$ cat src/rtl/acq_code_search_pkg.sv
// Shared types and defaults for the code-phase search sequencer.
// Widths track the tracking channel's code_shift and i2q2 ports.
package acq_code_search_pkg;

  localparam int CS_WIDTH_DEF   = 16;
  localparam int I2Q2_WIDTH_DEF = 32;

  typedef enum logic [2:0] {
    S_IDLE,
    S_SEEK,
    S_CLEAR,
    S_FEED,
    S_WAIT,
    S_NEXT,
    S_DONE
  } state_t;

endpackage

$ cat src/rtl/acq_peak_tracker.sv
// Running maximum of dwell power and the code shift where it occurred.
// Strict compare so that ties keep the earliest shift.
module acq_peak_tracker #(
  parameter int CS_WIDTH   = 16,
  parameter int I2Q2_WIDTH = 32
) (
  input  logic                  clk,
  input  logic                  rst_n,
  input  logic                  i_clear,
  input  logic                  i_en,
  input  logic [I2Q2_WIDTH-1:0] i_power,
  input  logic [CS_WIDTH-1:0]   i_shift,
  output logic [I2Q2_WIDTH-1:0] o_peak,
  output logic [CS_WIDTH-1:0]   o_shift
);

  logic [I2Q2_WIDTH-1:0] r_peak;
  logic [CS_WIDTH-1:0]   r_shift;

  always_ff @(posedge clk or negedge rst_n) begin
    if (!rst_n) begin
      r_peak  <= '0;
      r_shift <= '0;
    end else if (i_clear) begin
      r_peak  <= '0;
      r_shift <= '0;
    end else if (i_en && (i_power > r_peak)) begin
      r_peak  <= i_power;
      r_shift <= i_shift;
    end
  end

  assign o_peak  = r_peak;
  assign o_shift = r_shift;

endmodule

$ cat src/rtl/acq_code_search.sv
// Steps a channel's code shift over a window, one dwell per step,
// and reports peak power, its shift and a threshold verdict.
module acq_code_search
  import acq_code_search_pkg::*;
#(
  parameter int CS_WIDTH   = CS_WIDTH_DEF,
  parameter int I2Q2_WIDTH = I2Q2_WIDTH_DEF,
  parameter int TIMEOUT    = 65535,
  parameter int TO_WIDTH   = 16
) (
  input  logic                  clk,
  input  logic                  global_reset_n,
  input  logic                  start,
  input  logic                  abort,
  input  logic [CS_WIDTH-1:0]   cs_first,
  input  logic [CS_WIDTH-1:0]   cs_last,
  input  logic [CS_WIDTH-1:0]   cs_step,
  input  logic [I2Q2_WIDTH-1:0] threshold,
  output logic                  seek_en,
  output logic [CS_WIDTH-1:0]   seek_target,
  input  logic [CS_WIDTH-1:0]   code_shift,
  output logic                  chan_reset,
  output logic                  feed_start,
  input  logic                  i2q2_valid,
  input  logic [I2Q2_WIDTH-1:0] i2q2,
  output logic                  busy,
  output logic                  done,
  output logic                  found,
  output logic                  timeout,
  output logic [CS_WIDTH-1:0]   peak_shift,
  output logic [I2Q2_WIDTH-1:0] peak_power
);

  state_t r_state;
  state_t w_next;

  logic [CS_WIDTH-1:0]   r_last;
  logic [CS_WIDTH-1:0]   r_step;
  logic [CS_WIDTH-1:0]   r_target;
  logic [I2Q2_WIDTH-1:0] r_thr;
  logic [TO_WIDTH-1:0]   r_to;
  logic                  r_seek_en;
  logic                  r_chan_reset;
  logic                  r_feed_start;
  logic                  r_busy;
  logic                  r_done;
  logic                  r_found;
  logic                  r_timeout;

  logic                  w_start;
  logic                  w_peak_en;
  logic                  w_to_hit;
  logic                  w_to_ev;
  logic [CS_WIDTH:0]     w_sum;
  logic [I2Q2_WIDTH-1:0] w_peak;

  // One extra bit so a step past the top of the range never wraps.
  assign w_sum     = {1'b0, r_target} + {1'b0, r_step};
  assign w_to_hit  = (r_to == TO_WIDTH'(TIMEOUT - 1));
  assign w_start   = (r_state == S_IDLE) && start && !abort;
  assign w_peak_en = (r_state == S_WAIT) && i2q2_valid && !abort;

  always_comb begin
    w_next  = r_state;
    w_to_ev = 1'b0;
    if (abort) begin
      w_next = S_IDLE;
    end else begin
      unique case (r_state)
        S_IDLE:  if (start) w_next = S_SEEK;
        S_SEEK: begin
          if (code_shift == r_target) begin
            w_next = S_CLEAR;
          end else if (w_to_hit) begin
            w_next  = S_DONE;
            w_to_ev = 1'b1;
          end
        end
        S_CLEAR: w_next = S_FEED;
        S_FEED:  w_next = S_WAIT;
        S_WAIT: begin
          if (i2q2_valid) begin
            w_next = S_NEXT;
          end else if (w_to_hit) begin
            w_next  = S_DONE;
            w_to_ev = 1'b1;
          end
        end
        S_NEXT: begin
          if (w_sum > {1'b0, r_last}) w_next = S_DONE;
          else                        w_next = S_SEEK;
        end
        S_DONE:  w_next = S_IDLE;
        default: w_next = S_IDLE;
      endcase
    end
  end

  always_ff @(posedge clk or negedge global_reset_n) begin
    if (!global_reset_n) begin
      r_state      <= S_IDLE;
      r_last       <= '0;
      r_step       <= '0;
      r_target     <= '0;
      r_thr        <= '0;
      r_to         <= '0;
      r_seek_en    <= 1'b0;
      r_chan_reset <= 1'b0;
      r_feed_start <= 1'b0;
      r_busy       <= 1'b0;
      r_done       <= 1'b0;
      r_found      <= 1'b0;
      r_timeout    <= 1'b0;
    end else begin
      r_state <= w_next;
      if (w_next != r_state) begin
        r_to <= '0;
      end else if (r_state == S_SEEK || r_state == S_WAIT) begin
        r_to <= r_to + 1'b1;
      end
      if (w_start) begin
        r_last    <= cs_last;
        r_step    <= cs_step;
        r_thr     <= threshold;
        r_target  <= cs_first;
        r_found   <= 1'b0;
        r_timeout <= 1'b0;
      end else if (r_state == S_NEXT && w_next == S_SEEK) begin
        r_target <= w_sum[CS_WIDTH-1:0];
      end
      if (w_to_ev) r_timeout <= 1'b1;
      if (w_next == S_DONE) r_found <= (w_peak > r_thr);
      // Pulse/level outputs are registered decodes of the next state.
      r_seek_en    <= (w_next == S_SEEK);
      r_chan_reset <= (w_next == S_CLEAR);
      r_feed_start <= (w_next == S_FEED);
      r_done       <= (w_next == S_DONE);
      r_busy       <= (w_next != S_IDLE) && (w_next != S_DONE);
    end
  end

  acq_peak_tracker #(
    .CS_WIDTH   (CS_WIDTH),
    .I2Q2_WIDTH (I2Q2_WIDTH)
  ) u_peak (
    .clk     (clk),
    .rst_n   (global_reset_n),
    .i_clear (w_start),
    .i_en    (w_peak_en),
    .i_power (i2q2),
    .i_shift (r_target),
    .o_peak  (w_peak),
    .o_shift (peak_shift)
  );

  assign seek_en     = r_seek_en;
  assign seek_target = r_target;
  assign chan_reset  = r_chan_reset;
  assign feed_start  = r_feed_start;
  assign busy        = r_busy;
  assign done        = r_done;
  assign found       = r_found;
  assign timeout     = r_timeout;
  assign peak_power  = w_peak;

endmodule

$ cat config.mk
export PLATFORM = sky130hd
export DESIGN_NAME = acq_code_search
export DESIGN_NICKNAME = d
export VERILOG_FILES = /design/src/rtl/acq_code_search_pkg.sv /design/src/rtl/acq_peak_tracker.sv /design/src/rtl/acq_code_search.sv
export SDC_FILE = /design/constraint.sdc
export NUM_CORES = 1
export LEC_CHECK = 0
export BUFFER_PORTS_ARGS = -buffer_cell sky130_fd_sc_hd__buf_2
export CORE_AREA = 2 2 128 130
export CTS_CLUSTER_SIZE = 14
export DETAILED_ROUTE_END_ITERATION = 10
export DIE_AREA = 0 0 130 132
export HOLD_SLACK_MARGIN = 0.15
export PLACE_DENSITY = 0.86
export SLEW_MARGIN = 30
export SYNTH_ARGS = -nofsm -noshare
export SYNTH_HDL_FRONTEND = slang
export SYNTH_SLANG_ARGS = --single-unit
$ cat constraint.sdc
create_clock -name clk -period 7.6 [get_ports clk]
set_clock_uncertainty 0.15 [all_clocks]
set_input_delay 2.28 -clock clk [delete_from_list [all_inputs] [get_ports clk]]
set_output_delay 2.28 -clock clk [all_outputs]
set_load 0.01 [all_outputs]
## Word-level counts from Yosys, hierarchy flattened

Index checks and enable logic that the tools add are counted.

| storage, ports and cells | value |
|---|---|
| register bits | 154 |
| bits of input ports | 133 |
| output and inout port bits | 71 |
| logic and storage cells | 72 |

| cells by class | value |
|---|---|
| add/sub/neg operators | 2 |
| $lt $le $gt $ge | 3 |
| equal/unequal tests | 13 |
| muxes and demuxes | 23 |
| reductions and logical operators | 16 |

Operators by type and width:

| cell | number |
|---|---|
| 16-bit two-way mux | 6 |
| 32-bit greater-than comparator | 2 |
| 32-bit two-way mux | 2 |
| 3-bit two-way mux | 6 |
| 3-bit one-hot mux with 6 select lines | 1 |
| 16-bit by 16-bit adder with 17-bit output | 1 |
| 17-bit by 16-bit greater-than comparator with 1-bit output | 1 |
| 16-bit by 1-bit adder with 16-bit output, second input constant | 1 |
| 16-bit equality test | 1 |
| 16-bit equality test, second input constant | 1 |
| 3-bit by 2-bit equality test with 1-bit output, second input constant | 4 |
| 2-bit nonzero test | 5 |
| 3-bit equality test, second input constant | 3 |
| 1-bit logical AND | 7 |
| 1-bit two-way mux | 7 |
| 3-bit by 1-bit equality test with 1-bit output, second input constant | 2 |
| 3-bit logical NOT | 1 |
| 3-bit != test | 1 |
| 3-bit != test, second input constant | 1 |
| 3-bit nonzero test | 1 |
| 1-bit one-hot mux with 2 select lines | 1 |
| 1-bit logical NOT | 1 |
| 1-bit logical OR | 1 |

## Depth between registers and ports, before layout

| depth | value |
|---|---|
| word-level depth | 9 |
| gate-level depth with buffers | 18 |
| gate-level depth less buffers | 17 |

## Modules after synthesis

A second synthesis with hierarchy kept.

| second synthesis, totals | value |
|---|---|
| cell total of the unflattened synthesis | 1083 |
| area, all modules | 10029.6 µm² |

By module, submodules not included:

| module | times used | cells each | area an instance (µm²) | seq. area each (µm²) |
|---|---|---|---|---|
| acq_code_search | 1 | 757 | 6821.5 | 2652.5 |
| acq_peak_tracker | 1 | 326 | 3208.1 | 1201.2 |

## Worst setup path before layout

OpenSTA, ideal clock, no wires.

| timing | value |
|---|---|
| kind | in2reg |
| start | input i2q2[2] |
| end | register u_peak.r_peak[28], in the netlist u_peak.o_peak[28] |
| data arrival time | 4337 ps |
| data required time | 7325 ps |
| path slack | 2988 ps |
| cell stages on the path | 11 |
| cell sequence | ha_1 > a21o_1 > a21o_1 > a2111oi_2 > o21a_1 > o22ai_1 > o31ai_2 > a21oi_1 > buf_6 > buf_6 > mux2_4 |

| between the ends | value |
|---|---|
| word-level cells in the longest chain between the ends | 3 |

RTL lines:

| item | line | RTL |
|---|---|---|
| start, declared | acq_code_search.sv:25 | `input logic [I2Q2_WIDTH-1:0] i2q2,` |
| 32-bit greater-than comparator | acq_peak_tracker.sv:27 | `end else if (i_en && (i_power > r_peak)) begin` |
| 1-bit logical AND | acq_peak_tracker.sv:27 |  |
| 2-bit nonzero test (no source line) | -- |  |
| end signal, assigned | acq_peak_tracker.sv:28 | `r_peak <= i_power;` |
| end, declared | acq_peak_tracker.sv:17 | `logic [I2Q2_WIDTH-1:0] r_peak;` |

Every way passes these cells.
A chain may end at the register's enable or synchronous reset.

## Worst setup path in the final report

| timing | value |
|---|---|
| start | register r_target[2], in the netlist seek_target[2] |
| end | register r_to[1] |

| between the ends | value |
|---|---|
| word-level cells in the longest chain between the ends | 7 |
| elaborated cells on any way between the ends | 10 |
| those cells by class | 1 x add/sub; 1 x order compare; 2 x eq/ne; 5 x mux; 1 x reduce/logical |

RTL lines:

| item | line | RTL |
|---|---|---|
| start, declared | acq_code_search.sv:39 | `logic [CS_WIDTH-1:0] r_target;` |
| start signal, assigned | acq_code_search.sv:125 | `r_target <= cs_first;` |
| start signal, assigned | acq_code_search.sv:129 | `r_target <= w_sum[CS_WIDTH-1:0];` |
| 16-bit by 16-bit adder with 17-bit output | acq_code_search.sv:58 | `assign w_sum = {1'b0, r_target} + {1'b0, r_step};` |
| 17-bit by 16-bit greater-than comparator with 1-bit output | acq_code_search.sv:90 | `if (w_sum > {1'b0, r_last}) w_next = S_DONE;` |
| 3-bit two-way mux | acq_code_search.sv:90 |  |
| 3-bit one-hot mux with 6 select lines * | acq_code_search.sv:69 | `unique case (r_state)` |
| 3-bit two-way mux * | acq_code_search.sv:66 | `if (abort) begin` |
| 3-bit != test * | acq_code_search.sv:116 | `if (w_next != r_state) begin` |
| 16-bit two-way mux or 2-bit nonzero test (tied branches) | -- |  |
| end signal, assigned | acq_code_search.sv:119 | `r_to <= r_to + 1'b1;` |
| end, declared | acq_code_search.sv:41 | `logic [TO_WIDTH-1:0] r_to;` |

Mark *: on every way between the ends. The rest lies on a longest branch, timed or not.

==> flow_summary_export.csv <==
group,metric,value,unit
cts,clock_latency,0.43,ns
global_route,grt_usage,28.7,%
cts,cts-root-buf,"clkbuf_16",
die,start_util,59.2,%
die,core,15700,µm²
power_and_ir_drop,power_density,233,nW/µm²
timing,finalSetupTns,0,ns
yosys,synth-edff-count,0,
min_path,holdPathEnd,"timeout",
run,drv_cap,0,
worst_setup_path,cp-end-kind,"register",
cts,cts.sinks,154,
global_route,grt_max_degree,116,
final_layout,fin_util,71.1,%
cts,ctsHoldBuffers,0,
die,dieWidth,130,µm
timing,setup_viol,0,
timing,slew_headroom,43.1,%
drt,wl_per_cell,16.7,µm
cts,cts_setup_buffers,0,
drt,wirelength,24.0,mm
drt,num_vias,8017,
placement,dpl.hpwl,17.8,mm
yosys,synth_ff_type,"dfrtp_1",
yosys,netlist_instances,1012,
worst_setup_path,critPathArrivalTime,5.30,ns
timing,worst_pin_slew,0.854,ns
yosys,synth_fp_nets,1244,
final_layout,fin_nets,1438,
die,die_area,17200,µm²
final_layout,fin_cells,1438,
drt,drc,0,
worst_setup_path,cp_max_fo,18,
power_and_ir_drop,peakVddDrop,191,µV
yosys,syn_area_per_cell,9.19,µm²
timing,maxSlewViolCount,0,
die,num_rows,46,
power_and_ir_drop,fin_total_pwr,2.60,mW
placement,gp_congestion,0.918,
placement,dp_cells,1402,
cts,path_clk_slew,0.06,ns
timing,grt_setup_unrepaired,"no",
timing,holdWs,0.328,ns
worst_setup_path,cp.required,7.78,ns
min_path,holdPathStages,2,
final_layout,area_growth,20.1,%
drt,dr.pass1.iters,5,
run_status,status,"completed",
worst_setup_path,startpoint_type,"register",
yosys,synth_cell_types,58,
min_path,hold_class,"register to register",
final_layout,num-fill-cells,1163,
yosys,yosysWarnings,0,
yosys,syn_area,9300,µm²
min_path,hp-start,"timeout",
drt,drt_iter0_drc,600,
global_route,gr-total-overflow,0,
die,fp.dieH,132,µm
final_layout,final_layout_size_suffix_gt1_share,24.0,%
power_and_ir_drop,p_leak,5.79,nW
cts,post_cts_resized,0,
worst_setup_path,r2r-start,"seek_target[2]",
cts,cts_tree,"built",
worst_setup_path,critical_path_class,"register to register",
drt,ant_nets,0,
global_route,antenna_found_initial,3,
yosys,ys_seq_area_share,41.4,%
yosys,synth-seq-cells,154,
worst_setup_path,reg2regPathDepth,17,
placement,place.port_buffers,203,
timing,finalCritPeriodShare,67.4,%
worst_setup_path,reg2reg_slack,2.48,ns
cts,clockBufferDepth,2,
die,ios,204,
timing,finalHoldViolations,0,
timing,fmax,195,MHz
cts,htree_levels,4,
global_route,grt_pass1_vias,8040,
cts,cts_buffers,17,
drt,via_per_inst,5.58,
worst_setup_path,r2r-end,"r_to[1]",
timing,timing.final.crit_period,5.12,ns
yosys,ys_async_sr_fraction,100,%
global_route,grt_pass1_wl,38.8,mm
cells in the mapped netlist (all sizes together) (7+ instances only):
master | count | area, µm²
clkbuf | 27 | 101
xor2 | 33 | 289
o21a | 9 | 67.6
a31oi | 13 | 96.3
inv | 108 | 405
dfrtp | 154 | 3850
xnor2 | 12 | 105
nand2 | 171 | 642
ha | 98 | 1230
nor2 | 88 | 355
o21ai | 70 | 354
a21oi | 33 | 165
a21o | 25 | 188
mux2 | 31 | 360
nand4 | 21 | 131
nor4 | 8 | 62.6
buf | 7 | 60.1
nand3 | 18 | 90.1
nor3 | 7 | 46.3
mux2i | 20 | 200
layout by cell type, fill, tap and decap left out, drive strengths merged, types with 21 or more instances in the layout:
master  synthesis  routed
a21o           25      25
a21oi          33      33
buf             7     209
clkbuf         27      23
dfrtp         154     154
ha             98      98
inv           108     109
mux2           31      31
nand2         171     171
nand4          21      21
nor2           88      88
o21ai          70      70
xor2           33      33
registers in the layout, summed over array words and instances (netlist names), 3 cells and up:
register,cells
r_thr,32
r_step,16
seek_target,16
u_peak.o_peak,32
r_to,16
r_state,3
u_peak.o_shift,16
r_last,16
worst max-delay path: stages, from the launching register on:
cell	delay, ns
dfrtp_1	0.43
ha_1	0.43
nand3_1	0.12
o2111ai_1	0.30
nor3_1	0.11
o31ai_1	0.52
nand3_1	0.18
nand2_1	0.12
xor2_1	0.18
ha_1	0.27
nand3_1	0.13
nor2_1	0.06
a221oi_1	0.26
a32oi_1	0.18
or2_4	0.30
nor3_4	0.69
o211ai_4	0.34
a211oi_1	0.25
logic make-up (layout without fill, tap and decap cells):
group                      after synthesis  in the layout  share of synthesized area [%]
AOI/OAI and AO/OA                      188            188                           13.0
buffers and inverters                  142            349                           6.10
other                                    0              3                              0
adders and majority gates               99             99                           13.4
and+or+nand+nor                        333            333                           15.8
DFF                                    154            154                           41.4
muxes                                   51             51                           6.03
xor gates and xnor gates                45             45                           4.24
metal layers:
| metal | up-vias | routed length (µm) | global-route usage (%) |
|---|---|---|---|
| met4 | 0 | 897 | 13.0 |
| met2 | 316 | 11800 | 48.0 |
| met5 | - | 0 | 0 |
| met3 | 66 | 1550 | 5.48 |
| met1 | 3801 | 9730 | 36.0 |
| li1 | 3834 | - | - |
how the worst max path moves through the flow:
stage / startpoint / end / slack, ns
after floorplan: i2q2[2] / u_peak.o_peak[28] / 2.99
after global placement: i2q2[17] / u_peak.o_shift[6] / 2.27
after detailed placement: code_shift[1] / r_to[4] / 2.47
after CTS: seek_target[2] / r_to[1] / 2.47
after global routing: seek_target[2] / r_to[1] / 2.09
final: seek_target[2] / r_to[1] / 2.48
cell type report:
cell class                 count  area (µm²)  share of cell area, %
tap                          216         270                   2.42
antenna                        3        7.51                 0.0672
timing repair buffer         209        1110                   9.95
inverter                     108         405                   3.63
multi-input combinational    716        4900                   43.9
clock buffer                  23         488                   4.37
clock inverter                 9         136                   1.22
sequential                   154        3850                   34.5
through the flow:
step	worst slack [ns]	area [µm²]
final	2.48	11200
after CTS	2.47	11100
after global routing	2.09	11200
after global placement	2.27	10500
after floorplan	2.99	9300
after detailed placement	2.47	10500
where the power goes:
part,internal [mW],switching (mW),total (mW)
logic,0.298,0.443,0.741
clock network,0.553,0.341,0.894
registers,0.902,0.0639,0.966
total,1.75,0.848,2.60
Power figures use the tool's default switching activity.
